### src/rtl/universal_shift_reg.sv
// universal_shift_reg: full-duplex parallel<->serial shift register.
// Ports: clk, reset (async, active-high); load_valid/load_ready +
//   parallel_data_in (word in); shift_en, serial_data_in (bit in);
//   serial_data_out, serial_valid (bit out); parallel_data_out,
//   out_valid (captured word, 1-cycle pulse); busy (frame active).
module universal_shift_reg #(
    parameter int WIDTH     = 8,
    parameter bit LSB_FIRST = 1'b0
) (
    input  logic             clk,
    input  logic             reset,
    input  logic             load_valid,
    output logic             load_ready,
    input  logic [WIDTH-1:0] parallel_data_in,
    input  logic             shift_en,
    input  logic             serial_data_in,
    output logic             serial_data_out,
    output logic             serial_valid,
    output logic [WIDTH-1:0] parallel_data_out,
    output logic             out_valid,
    output logic             busy
);

    localparam int CW = $clog2(WIDTH);
    localparam logic [CW-1:0] LAST = CW'(WIDTH - 1);

    typedef enum logic {
        IDLE  = 1'b0,
        SHIFT = 1'b1
    } state_t;

    state_t           state_q, state_d;
    logic [WIDTH-1:0] sreg_q, sreg_d;
    logic [CW-1:0]    cnt_q, cnt_d;
    logic [WIDTH-1:0] pdo_q, pdo_d;
    logic             ov_q, ov_d;

    logic [WIDTH-1:0] shifted;
    logic             last_shift;
    logic             accept;

    always_comb begin
        if (LSB_FIRST) begin
            shifted = {serial_data_in, sreg_q[WIDTH-1:1]};
        end else begin
            shifted = {sreg_q[WIDTH-2:0], serial_data_in};
        end
    end

    // Final shift of a frame; also the only SHIFT cycle that can
    // take the next word, so load_ready depends combinationally on
    // shift_en here.
    assign last_shift = (state_q == SHIFT) && shift_en
                        && (cnt_q == LAST);
    assign load_ready = !reset
                        && ((state_q == IDLE) || last_shift);
    assign accept     = load_valid && load_ready;

    always_comb begin
        state_d = state_q;
        sreg_d  = sreg_q;
        cnt_d   = cnt_q;
        pdo_d   = pdo_q;
        ov_d    = 1'b0;
        unique case (state_q)
            IDLE: begin
                if (accept) begin
                    sreg_d  = parallel_data_in;
                    cnt_d   = '0;
                    state_d = SHIFT;
                end
            end
            SHIFT: begin
                if (shift_en) begin
                    sreg_d = shifted;
                    cnt_d  = cnt_q + 1'b1;
                    if (cnt_q == LAST) begin
                        pdo_d = shifted;
                        ov_d  = 1'b1;
                        cnt_d = '0;
                        if (accept) begin
                            sreg_d = parallel_data_in;
                        end else begin
                            state_d = IDLE;
                        end
                    end
                end
            end
            default: state_d = IDLE;
        endcase
    end

    always_ff @(posedge clk or posedge reset) begin
        if (reset) begin
            state_q <= IDLE;
            sreg_q  <= '0;
            cnt_q   <= '0;
            pdo_q   <= '0;
            ov_q    <= 1'b0;
        end else begin
            state_q <= state_d;
            sreg_q  <= sreg_d;
            cnt_q   <= cnt_d;
            pdo_q   <= pdo_d;
            ov_q    <= ov_d;
        end
    end

    assign busy              = (state_q == SHIFT);
    assign serial_valid      = busy;
    assign serial_data_out   = busy
        && (LSB_FIRST ? sreg_q[0] : sreg_q[WIDTH-1]);
    assign parallel_data_out = pdo_q;
    assign out_valid         = ov_q;

endmodule

### config.mk
export PLATFORM = sky130hd
export DESIGN_NAME = universal_shift_reg
export DESIGN_NICKNAME = d
export VERILOG_FILES = /design/src/rtl/universal_shift_reg.sv
export SDC_FILE = /design/constraint.sdc
export NUM_CORES = 1
export LEC_CHECK = 0
export BUFFER_PORTS_ARGS = -buffer_cell sky130_fd_sc_hd__buf_2
export CORE_ASPECT_RATIO = 0.8
export CORE_MARGIN = 2
export CORE_UTILIZATION = 54
export DETAILED_ROUTE_END_ITERATION = 8
export PLACE_DENSITY = 0.78
export SYNTH_ARGS = -nofsm -noshare
export SYNTH_HDL_FRONTEND = slang
export SYNTH_SLANG_ARGS = --single-unit
### constraint.sdc
create_clock -name clk -period 2.5 [get_ports clk]
set_input_delay 0.5 -clock clk [delete_from_list [all_inputs] [get_ports clk]]
set_output_delay 0.5 -clock clk [all_outputs]
set_load 0.03 [all_outputs]
==> reports/metrics.cfg, run 1 <==
[outcome]
status=completed

[place]
place_area_um2=1110
preCtsSetupSlack_ns=0.814
gp_congestion=0.802
io_buffers=25

[floorplanning]
coreArea_um2=1680
die_h_um=42.3
fp-row-count=13
dieArea_um2=2200
ios=26
start_util_pct=59.1
fp.dieW_um=51.9

[setup_path]
worstSetupEndpoint=load_ready
crit_arrival_ns=1.55
cp-end-kind=primary output
reg2reg_depth=3
crit_type=flop to primary output
path_max_fanout=5
reg2reg_slack_ns=0.82
cp_data_required_time_ns=2.00
crit_start=cnt_q[0]$_DFFE_PP0P_
r2r_end=sreg_q[0]$_DFFE_PP0P_
reg2reg_from=busy$_DFF_PP0_
crit_path_start_kind=flop

[pwr]
peakVddDrop_uv=753
p_seq_share_pct=43.0
power.internal_uw=815
p_per_area_nw_per_um2=1260
clkPwrFrac_pct=11.6
switching_power_uw=613
switching_share_pct=42.9
leakage_uw=0.000542
p_comb_share_pct=45.4

[cells_and_area]
area_delta_synth_final_pct=14.6
drive_above_1_share_pct=37.8
diodes=0
fin_util_pct=67.8
final_common_cell=buf_2
fin_area_um2=1140
final_cell_mix=buf_2, dfrtp_1
num-nets-final=127

[synthesis]
ys_types=26
syn_area_per_cell_um2=11.4
synth_seq_cells=21
ys_seq_area_share_pct=53.0
yosysWarnings=0
syn_nets=102
syn_area_um2=991
syn_inst=87

[clocking]
clockBufferDepth=2
cts_buffers=3
postCtsSetupBuffers=0
cts_root_buf=clkbuf_4
clk_pin_slew_ns=0.12
cts_htree_levels=1
insertion_delay_ns=0.31
ctsResizeCount=0
post_cts_hold_buffer_count=0
tritoncts=yes
clock_sinks=21

[global_route]
grt_pass1_wl_um=3280
grt_max_degree=22
first_global_vias=744
grt_util_all_layers_pct=20.7
grt_antenna_before_repair=0
grt_overflow_total=0

[sta]
setup_slack_ns=0.446
tightest_slew_ns=0.574
hold_viol=0
rsz0062_at_grt=no
maxSlewViolCount=0
setup_violations=0
finalSetupTns_ns=0
relSlewSlack_pct=61.7
finalCritPeriodShare_pct=82.2
finalCriticalPeriod_ns=2.05
max_freq_mhz=487
skew_ns=0.00939

[drt]
wire_per_inst_um=15.2
drc=0
drtPass1Iterations=4
ant_nets=0
num_vias=786
vias_per_cell=5.91
drtIter0Drc=24
drt_wl_total_um=2020

[hold_path]
hp-class=input port to async pin

[run]
cap_violations=0

power by group through the flow:
stage	registers, µW	logic [µW]	clock network (µW)
2_1_floorplan	727	389	0
3_3_place_gp	608	631	0
3_5_place_dp	619	651	0
4_1_cts	613	652	169
5_1_grt	636	704	186
6_report	614	648	165
logic make-up after synthesis:
family | Yosys count | synth area share, %
buf+inv | 9 | 5.43
fa+ha+maj | 2 | 2.52
compound gates | 21 | 13.8
mux | 8 | 9.09
simple gates | 26 | 16.2
flops | 21 | 53.0
area by class of cell:
cell class / count / area [µm²]
Sequential cell: 21 / 526
Clock buffer: 3 / 22.5
Timing Repair Buffer: 26 / 133
Clock inverter: 1 / 5.00
Tap cell: 22 / 27.5
Inverter: 3 / 11.3
Multi-Input combinational cell: 57 / 412
Fill cell: 127 / 539
flip-flops by register name, summed over array words and instances, names as in the netlist:
name and cells:
busy 1, cnt_q 3, out_valid 1, parallel_data_out 8, sreg_q 8
through the flow:
step	hold slack, ns	power [µW]	instances
finish	0.271	1430	133
global route	0.287	1530	133
CTS	0.275	1440	133
detailed placement	0.490	1270	129
global placement	0.482	1240	129
floorplan	0.470	1120	87
cell usage after synthesis, drive strengths merged:
| library cell | count | area, µm² |
|---|---|---|
| ha | 2 | 25.0 |
| dfrtp | 21 | 526 |
| nand4b | 1 | 8.76 |
| nand3 | 9 | 50.1 |
| o21ai | 8 | 40.0 |
| o22a | 1 | 8.76 |
| buf | 5 | 38.8 |
| or2 | 1 | 6.26 |
| inv | 3 | 11.3 |
| a31oi | 8 | 56.3 |
| and4b | 1 | 10.0 |
| and2 | 2 | 15.0 |
| a21oi | 1 | 5.00 |
| mux2 | 8 | 90.1 |
| nor3 | 8 | 40.0 |
| clkbuf | 1 | 3.75 |
| nor3b | 1 | 18.8 |
| nor2 | 2 | 7.51 |
| a22o | 3 | 26.3 |
| nand2 | 1 | 3.75 |
worst max-delay path, stage by stage, from the launching register on:
cell     delay [ns]
dfrtp_1        0.40
ha_1           0.18
ha_1           0.24
nand2_1        0.09
a21oi_1        0.14
buf_2          0.21
worst min-delay path by stage:
stage,endpoint,slack (ns)
6_report,sreg_q[3]$_DFFE_PP0P_,0.27
5_1_grt,cnt_q[2]$_DFFE_PP0P_,0.29
4_1_cts,cnt_q[2]$_DFFE_PP0P_,0.27
3_5_place_dp,parallel_data_out[1]$_DFFE_PP0P_,0.49
3_3_place_gp,parallel_data_out[0]$_DFFE_PP0P_,0.48
2_1_floorplan,cnt_q[1]$_DFFE_PP0P_,0.47
per-layer routing:
| layer | up-vias | wire (µm) | global-route usage (%) | share of wire (%) |
|---|---|---|---|---|
| met5 | - | 0 | 0 | 0 |
| met4 | 0 | 25 | 7.89 | 1.2 |
| met3 | 7 | 151 | 7.14 | 7.5 |
| met2 | 42 | 936 | 30.4 | 46 |
| met1 | 366 | 906 | 27.9 | 45 |
| li1 | 371 | - | - | - |
(Power assumes the default switching activity.)
==> run 2, diff against run 1 <==
ABC_AREA = 1   (was not set)
CORE_UTILIZATION = 51   (was 54)
PLACE_DENSITY = 0.74   (was 0.78)
clock period = 2 ns   (was 2.5 ns; I/O delays follow)
==> run 2 against run 1 <==
Against the previous run: global-route usage is 1.8 points lower; wire length is 1.8% higher; first-iteration DRC count is 29% higher; highest routed layer unchanged; largest cell class unchanged; critical path type unchanged.
==> reports/metrics.cfg, run 2 <==
[sta]
tightest_slew_ns=0.344  ; was 0.574 ns
rsz0062_at_grt=no  ; unchanged
skew_ns=0.0112  ; was 0.00939 ns
maxSlewViolCount=0  ; unchanged
setup_violations=0  ; unchanged
finalCritPeriodShare_pct=91.5
hold_viol=0  ; unchanged
relSlewSlack_pct=77.1  ; was 61.7%
finalCriticalPeriod_ns=1.83
finalSetupTns_ns=0  ; unchanged
max_freq_mhz=546

[clocking]
ctsResizeCount=0  ; unchanged
clock_sinks=21  ; unchanged
clockBufferDepth=2  ; unchanged
post_cts_hold_buffer_count=0  ; unchanged
cts_root_buf=clkbuf_4  ; unchanged
clk_pin_slew_ns=0.13  ; was 0.12 ns
postCtsSetupBuffers=0  ; unchanged
cts_htree_levels=1  ; unchanged
cts_buffers=3  ; unchanged
insertion_delay_ns=0.32  ; was 0.31 ns
tritoncts=yes  ; unchanged

[setup_path]
path_buf_inv=1  ; unchanged
crit_type=flop to primary output  ; unchanged
crit_path_top_delay_cell=dfrtp_1  ; unchanged
cpPeakStageDelay_ns=0.40  ; about the same
crit_path_start_kind=flop  ; unchanged
crit_arrival_ns=1.43  ; was 1.55 ns
cp_data_required_time_ns=1.60  ; was 2.00 ns
critical-path-top-delay-family=flip-flops  ; was adder cells
crit_chain=ha_1 -> ha_1 -> nand2_1 -> a21oi_1 -> buf_2  ; unchanged
cp-end-kind=primary output  ; unchanged
cp_common_cell=ha_1  ; unchanged
path_max_fanout=2  ; was 5

[cells_and_area]
drive_above_1_share_pct=33.8  ; was 37.8%
area_delta_synth_final_pct=13.9  ; was 14.6%
diodes=0  ; unchanged
final_cell_mix=nand2_1, buf_2, dfrtp_1, inv_1, nand3_1  ; was buf_2, dfrtp_1
multi_input_area_um2=432  ; was 412 µm²
fin_util_pct=63.6  ; was 67.8%
fillers=180  ; was 127
regArea_um2=526  ; unchanged
num-nets-final=167  ; was 127
final_common_cell=nand2_1  ; was buf_2

[synthesis]
yosysMostFrequentCell=nand2_1  ; was dfrtp_1
synth_top_area_share_pct=48.4  ; was 53.0%
ys.flop_type=dfrtp_1  ; unchanged
synth_fa_ha_area_share_pct=2.30  ; was 2.53%
synth_top_family_by_area=simple AND/OR/NAND/NOR gates  ; unchanged
ys_types=18  ; was 26
synth-async-reset-ratio_pct=100  ; unchanged
synthTopCellsByCount=nand2_1, dfrtp_1, inv_1, nand3_1, o21ai_2  ; was dfrtp_1, mux2_2, nand3_1, nor3_1, o21ai_0
syn_area_um2=1090  ; was 991 µm²
syn_area_per_cell_um2=8.69  ; was 11.4 µm²
synth-edff-count=0  ; unchanged
synthTopCellsByArea=dfrtp_1, nand2_1, nand3_1, inv_1, o21ai_2  ; was dfrtp_1, mux2_2, a31oi_1, nand3_1, nor3_1
synth.area.mux_share_pct=0  ; was 9.09%
ys_seq_area_share_pct=48.4  ; was 53.0%
yosysWarnings=0  ; unchanged
syn_nets=140  ; was 102
synth-simple-area-share_pct=30.1  ; was 16.2%
synth_top_cell_by_area=dfrtp_1  ; unchanged
synth_seq_cells=21  ; unchanged
synth_xor_xnor_area_share_pct=0  ; unchanged
synth_compound_area_share_pct=7.37  ; was 13.8%
syn_inst=125  ; was 87

[drt]
drtPass1Iterations=4  ; unchanged
drt_wl_total_um=2060  ; was 2020 µm
vias_per_cell=4.91  ; was 5.91
wire_per_inst_um=11.7  ; was 15.2 µm
drtIter0Drc=31  ; was 24
ant_nets=0  ; unchanged
drc=0  ; unchanged
num_vias=859  ; was 786

[hold_path]
hp-class=input port to async pin  ; unchanged

[global_route]
first_global_vias=749  ; was 744
grt_overflow_total=0  ; unchanged
grt_pass1_wl_um=3510  ; was 3280 µm
grt_max_degree=17  ; was 22
grt_antenna_before_repair=0  ; unchanged
grt_util_all_layers_pct=18.8  ; was 20.7%

[pwr]
peakVddDrop_uv=935  ; was 753 µV
p_per_area_nw_per_um2=1460  ; was 1260 nW/µm²
leakage_uw=0.000727  ; was 0.000542 µW

[place]
dp_hpwl_um=1500
gp_congestion=0.769  ; was 0.802
io_buffers=25  ; unchanged

[floorplanning]
coreArea_um2=1940  ; was 1680 µm²
start_util_pct=55.9  ; was 59.1%
fp.dieW_um=55.6  ; was 51.9 µm
ios=26  ; unchanged
dieArea_um2=2520  ; was 2200 µm²
fp-row-count=14  ; was 13
die_h_um=45.3  ; was 42.3 µm

[run]
cap_violations=0  ; unchanged

[outcome]
status=completed  ; unchanged

run 2: cell types whose count changed after synthesis, sizes merged, moves of 2 or more:
cell,delta
nand3,+10
nor3,-8
and2,-2
inv,+19
a22o,-3
a31oi,-8
mux2,-8
nand2,+42
run 2: worst reg2reg max path, cell delays in order (launching register included):
cell	delay, ns
dfrtp_1	0.40
ha_1	0.20
ha_1	0.19
nand2_1	0.09
nand2_2	0.08
nand3_4	0.14
nand2_4	0.11
nand2_1	0.08
nand3_1	0.06
nand2_1	0.07
run 2: power by group:
part	leakage (µW)	switching [µW]	internal, µW
Clock	0.0000177	138	74.9
Combinational	0.000442	591	305
Sequential	0.000267	110	586
Total	0.000727	840	967
run 2: layout make-up:
cell class / count / area share, %
clock buffer: 3 / 1.82
tap: 24 / 2.43
sequential: 21 / 42.5
clock inverter: 1 / 0.404
inverter: 22 / 6.67
multi-input combinational: 77 / 34.9
timing repair buffer: 27 / 11.3
run 2: through the flow:
step / power, µW / instances / hold WS (ns) / instance area (µm²) / setup slack [ns]
after global placement: 1580 / 171 / 0.358 / 1210 / 0.540
after global routing: 1950 / 175 / 0.00226 / 1240 / 0.0667
final: 1810 / 175 / 0.00808 / 1240 / 0.169
after floorplan: 1430 / 125 / 0.291 / 1090 / 0.242
after detailed placement: 1610 / 171 / 0.365 / 1210 / 0.510
after CTS: 1830 / 175 / 0.000585 / 1240 / 0.142
run 2: per-layer routing:
layer  vias up  GRT usage [%]  share of wire [%]
li1        436              -                  -
met1       386           25.7                 49
met2        30           27.6                 43
met3         7           6.02                5.8
met4         0           8.78                1.8
met5         -              0                  0
run 2: path summary, 6_finish.rpt:
path | start | end | slack (ns) | cells past startpoint
hold reg to reg | sreg_q[7]$_DFFE_PP0P_ | sreg_q[7]$_DFFE_PP0P_ | 0.49 | 2
min in group clk | shift_en | cnt_q[2]$_DFFE_PP0P_ | 0.34 | 3
max in group asynchronous | reset | sreg_q[0]$_DFFE_PP0P_ | 1.51 | 3
hold / removal | reset | cnt_q[2]$_DFFE_PP0P_ | 0.008 | 2
setup / recovery | cnt_q[0]$_DFFE_PP0P_ | load_ready | 0.17 | 5
setup reg to reg | cnt_q[0]$_DFFE_PP0P_ | sreg_q[4]$_DFFE_PP0P_ | 0.53 | 9
run 2: kinds of logic (layout without fill, tap and decap cells):
kind of cell,after synthesis,after routing
simple gates,65,65
buf+inv,27,53
flops,21,21
compound gates,10,10
fa+ha+maj,2,2
==> run 3, diff against run 2 <==
CORE_UTILIZATION = 46   (was 51)
GPL_TIMING_DRIVEN = 0   (was not set)
PLACE_DENSITY = 0.7   (was 0.74)
clock period = 1.6 ns   (was 2 ns; I/O delays follow)
==> run 3 against run 2 <==
Against the previous run: the flow now finishes with violations (negative setup slack); worst hold slack improved by 0.030 ns; sequential cell count did not move; final cell count is 2.3% higher; non-clock buffer count up 3; global-route usage decreased by 1.4 points; core utilization decreased by 5.0 points; worst setup slack lost 0.26 ns; combinational power rose by 37%; critical path depth stayed put; critical endpoint unchanged; largest cell class unchanged.
==> reports/metrics.cfg, run 3 (synthesized netlist as in run 2, its figures left out) <==
[setup_path]
cp-end-kind=primary output  ; unchanged
crit_start=cnt_q[1]$_DFFE_PP0P_  ; was cnt_q[0]$_DFFE_PP0P_
cpPeakStageDelay_ns=0.39  ; was 0.40 ns
path_max_fanout=2  ; unchanged
crit_type=flop to primary output  ; unchanged
crit_path_top_delay_cell=dfrtp_1  ; unchanged
cp_data_required_time_ns=1.28  ; was 1.60 ns
path_buf_inv=1  ; unchanged
crit_chain=ha_1 -> ha_2 -> nand2_2 -> a21oi_2 -> buf_6  ; was ha_1 -> ha_1 -> nand2_1 -> a21oi_1 -> buf_2
critical-path-top-delay-family=flip-flops  ; unchanged
crit_path_start_kind=flop  ; unchanged
reg2reg_from=cnt_q[1]$_DFFE_PP0P_  ; was cnt_q[0]$_DFFE_PP0P_
crit_arrival_ns=1.37  ; was 1.43 ns

[outcome]
violations=negative setup slack
status=complete, but fails checks  ; was completed

[drt]
drc=0  ; unchanged
wire_per_inst_um=11.2  ; was 11.7 µm
drt_wl_total_um=2010  ; was 2060 µm
ant_nets=0  ; unchanged
vias_per_cell=4.81  ; was 4.91
drtPass1Iterations=4  ; unchanged
num_vias=861  ; was 859
drtIter0Drc=24  ; was 31

[clocking]
cts_root_buf=clkbuf_4  ; unchanged
cts_htree_levels=1  ; unchanged
cts_buffers=3  ; unchanged
clockBufferDepth=2  ; unchanged
tritoncts=yes  ; unchanged
post_cts_hold_buffer_count=0  ; unchanged
clock_sinks=21  ; unchanged
clk_pin_slew_ns=0.12  ; was 0.13 ns
insertion_delay_ns=0.31  ; was 0.32 ns

[cells_and_area]
regArea_um2=526  ; unchanged
fin_area_um2=1290  ; was 1240 µm²
area_delta_synth_final_pct=18.5  ; was 13.9%
multi_input_area_um2=440  ; was 432 µm²
final_common_cell=nand2_1  ; unchanged
fin_util_pct=58.6  ; was 63.6%
fillers=205  ; was 180
diodes=0  ; unchanged
drive_above_1_share_pct=37.0  ; was 33.8%
num-nets-final=170  ; was 167
final_cell_mix=nand2_1, buf_2, dfrtp_1, inv_1, nand3_1  ; unchanged

[pwr]
p_per_area_nw_per_um2=1810  ; was 1460 nW/µm²
leakage_uw=0.000744  ; was 0.000727 µW
power_uw=2330  ; was 1810 µW
peakVddDrop_uv=906  ; was 935 µV

[place]
place_area_um2=1250  ; was 1210 µm²
io_buffers=25  ; unchanged
dp_hpwl_um=1480  ; was 1500 µm
gp_congestion=0.824  ; was 0.769

[sta]
finalCriticalPeriod_ns=1.69
max_freq_mhz=592
tightest_slew_ns=0.521  ; was 0.344 ns
relSlewSlack_pct=65.2  ; was 77.1%
skew_ns=0.00744  ; was 0.0112 ns
setup_violations=1  ; was 0
hold_viol=0  ; unchanged
maxSlewViolCount=0  ; unchanged
finalCritPeriodShare_pct=106
rsz0062_at_grt=yes  ; was no
holdWs_ns=0.0385  ; was 0.00808 ns
setup_slack_ns=-0.0883  ; was 0.169 ns

[floorplanning]
start_util_pct=49.5  ; was 55.9%
fp.dieW_um=58.3  ; was 55.6 µm
coreArea_um2=2200  ; was 1940 µm²
die_h_um=47.5  ; was 45.3 µm
ios=26  ; unchanged
fp-row-count=15  ; was 14
dieArea_um2=2770  ; was 2520 µm²

[run]
cap_violations=0  ; unchanged

[global_route]
first_global_vias=762  ; was 749
grt_util_all_layers_pct=17.5  ; was 18.8%
grt_pass1_wl_um=3480  ; was 3510 µm
grt_max_degree=24  ; was 17
grt_antenna_before_repair=0  ; unchanged
grt_overflow_total=0  ; unchanged

[hold_path]
hp-class=input port to async pin  ; unchanged

run 3: cell count changes in the layout (fill, tap and decap cells not counted):
| cell | before | now |
|---|---|---|
| ha_1 | 2 | 1 |
| a21oi_2 | 0 | 1 |
| buf_6 | 0 | 4 |
| buf_2 | 25 | 24 |
| nand2_2 | 5 | 6 |
| ha_2 | 0 | 1 |
| nand2_1 | 37 | 36 |
| a21oi_1 | 1 | 0 |
run 3: worst register-to-register path, stage by stage, from the launching register on:
cell and delay (ns):
dfrtp_1 0.39, ha_1 0.15, ha_2 0.18, nand2_2 0.07, nand2_2 0.09, nand3_4 0.14
nand2_4 0.16, nand2_1 0.07, nand3_1 0.07, nand2_1 0.05
run 3: worst paths after layout:
path	end	slack, ns	depth (start not counted)
setup / recovery	load_ready	-0.09	5
hold / removal	cnt_q[2]$_DFFE_PP0P_	0.04	2
setup reg to reg	sreg_q[0]$_DFFE_PP0P_	0.14	9
hold reg to reg	parallel_data_out[6]$_DFFE_PP0P_	0.49	2
max in group asynchronous	parallel_data_out[5]$_DFFE_PP0P_	1.20	2
min in group clk	cnt_q[1]$_DFFE_PP0P_	0.28	3
run 3: area by class of cell:
type / count / share of cell area [%]
Multi-Input combinational cell: 77 / 34.2
Timing Repair Buffer: 26 / 10.8
Clock buffer: 3 / 1.75
Inverter: 22 / 6.41
Clock inverter: 1 / 0.389
Sequential cell: 21 / 40.8
Buffer: 4 / 3.21
Tap cell: 25 / 2.43
run 3: metrics by stage:
stage | cells | TNS, ns | setup slack (ns)
finish | 179 | -0.0883 | -0.0883
detailed placement | 175 | 0 | 0.0123
CTS | 178 | -0.0887 | -0.0887
global placement | 175 | 0 | 0.0339
floorplan | 125 | 0 | 0.103
global route | 179 | -0.139 | -0.139
run 3: timing repair:
item	in CTS	in global routing
gates resized for setup	4	0
setup buffers	0	1
endpoints found under the setup margin	2	1
run 3: routing by layer:
metal  up-vias  share of wire, %  track usage [%]
met5         -                 0                0
met4         0               1.3             6.98
met3         5               5.4             5.14
met2        18                47             27.6
met1       395                46             23.1
li1        443                 -                -
run 3: report_power, final:
group          leakage (µW)  switching (µW)  total [µW]  internal (µW)
registers          0.000267             107         840            734
clock network     0.0000177             166         260           93.4
logic              0.000459             780        1230            449
total              0.000744            1050        2330           1280
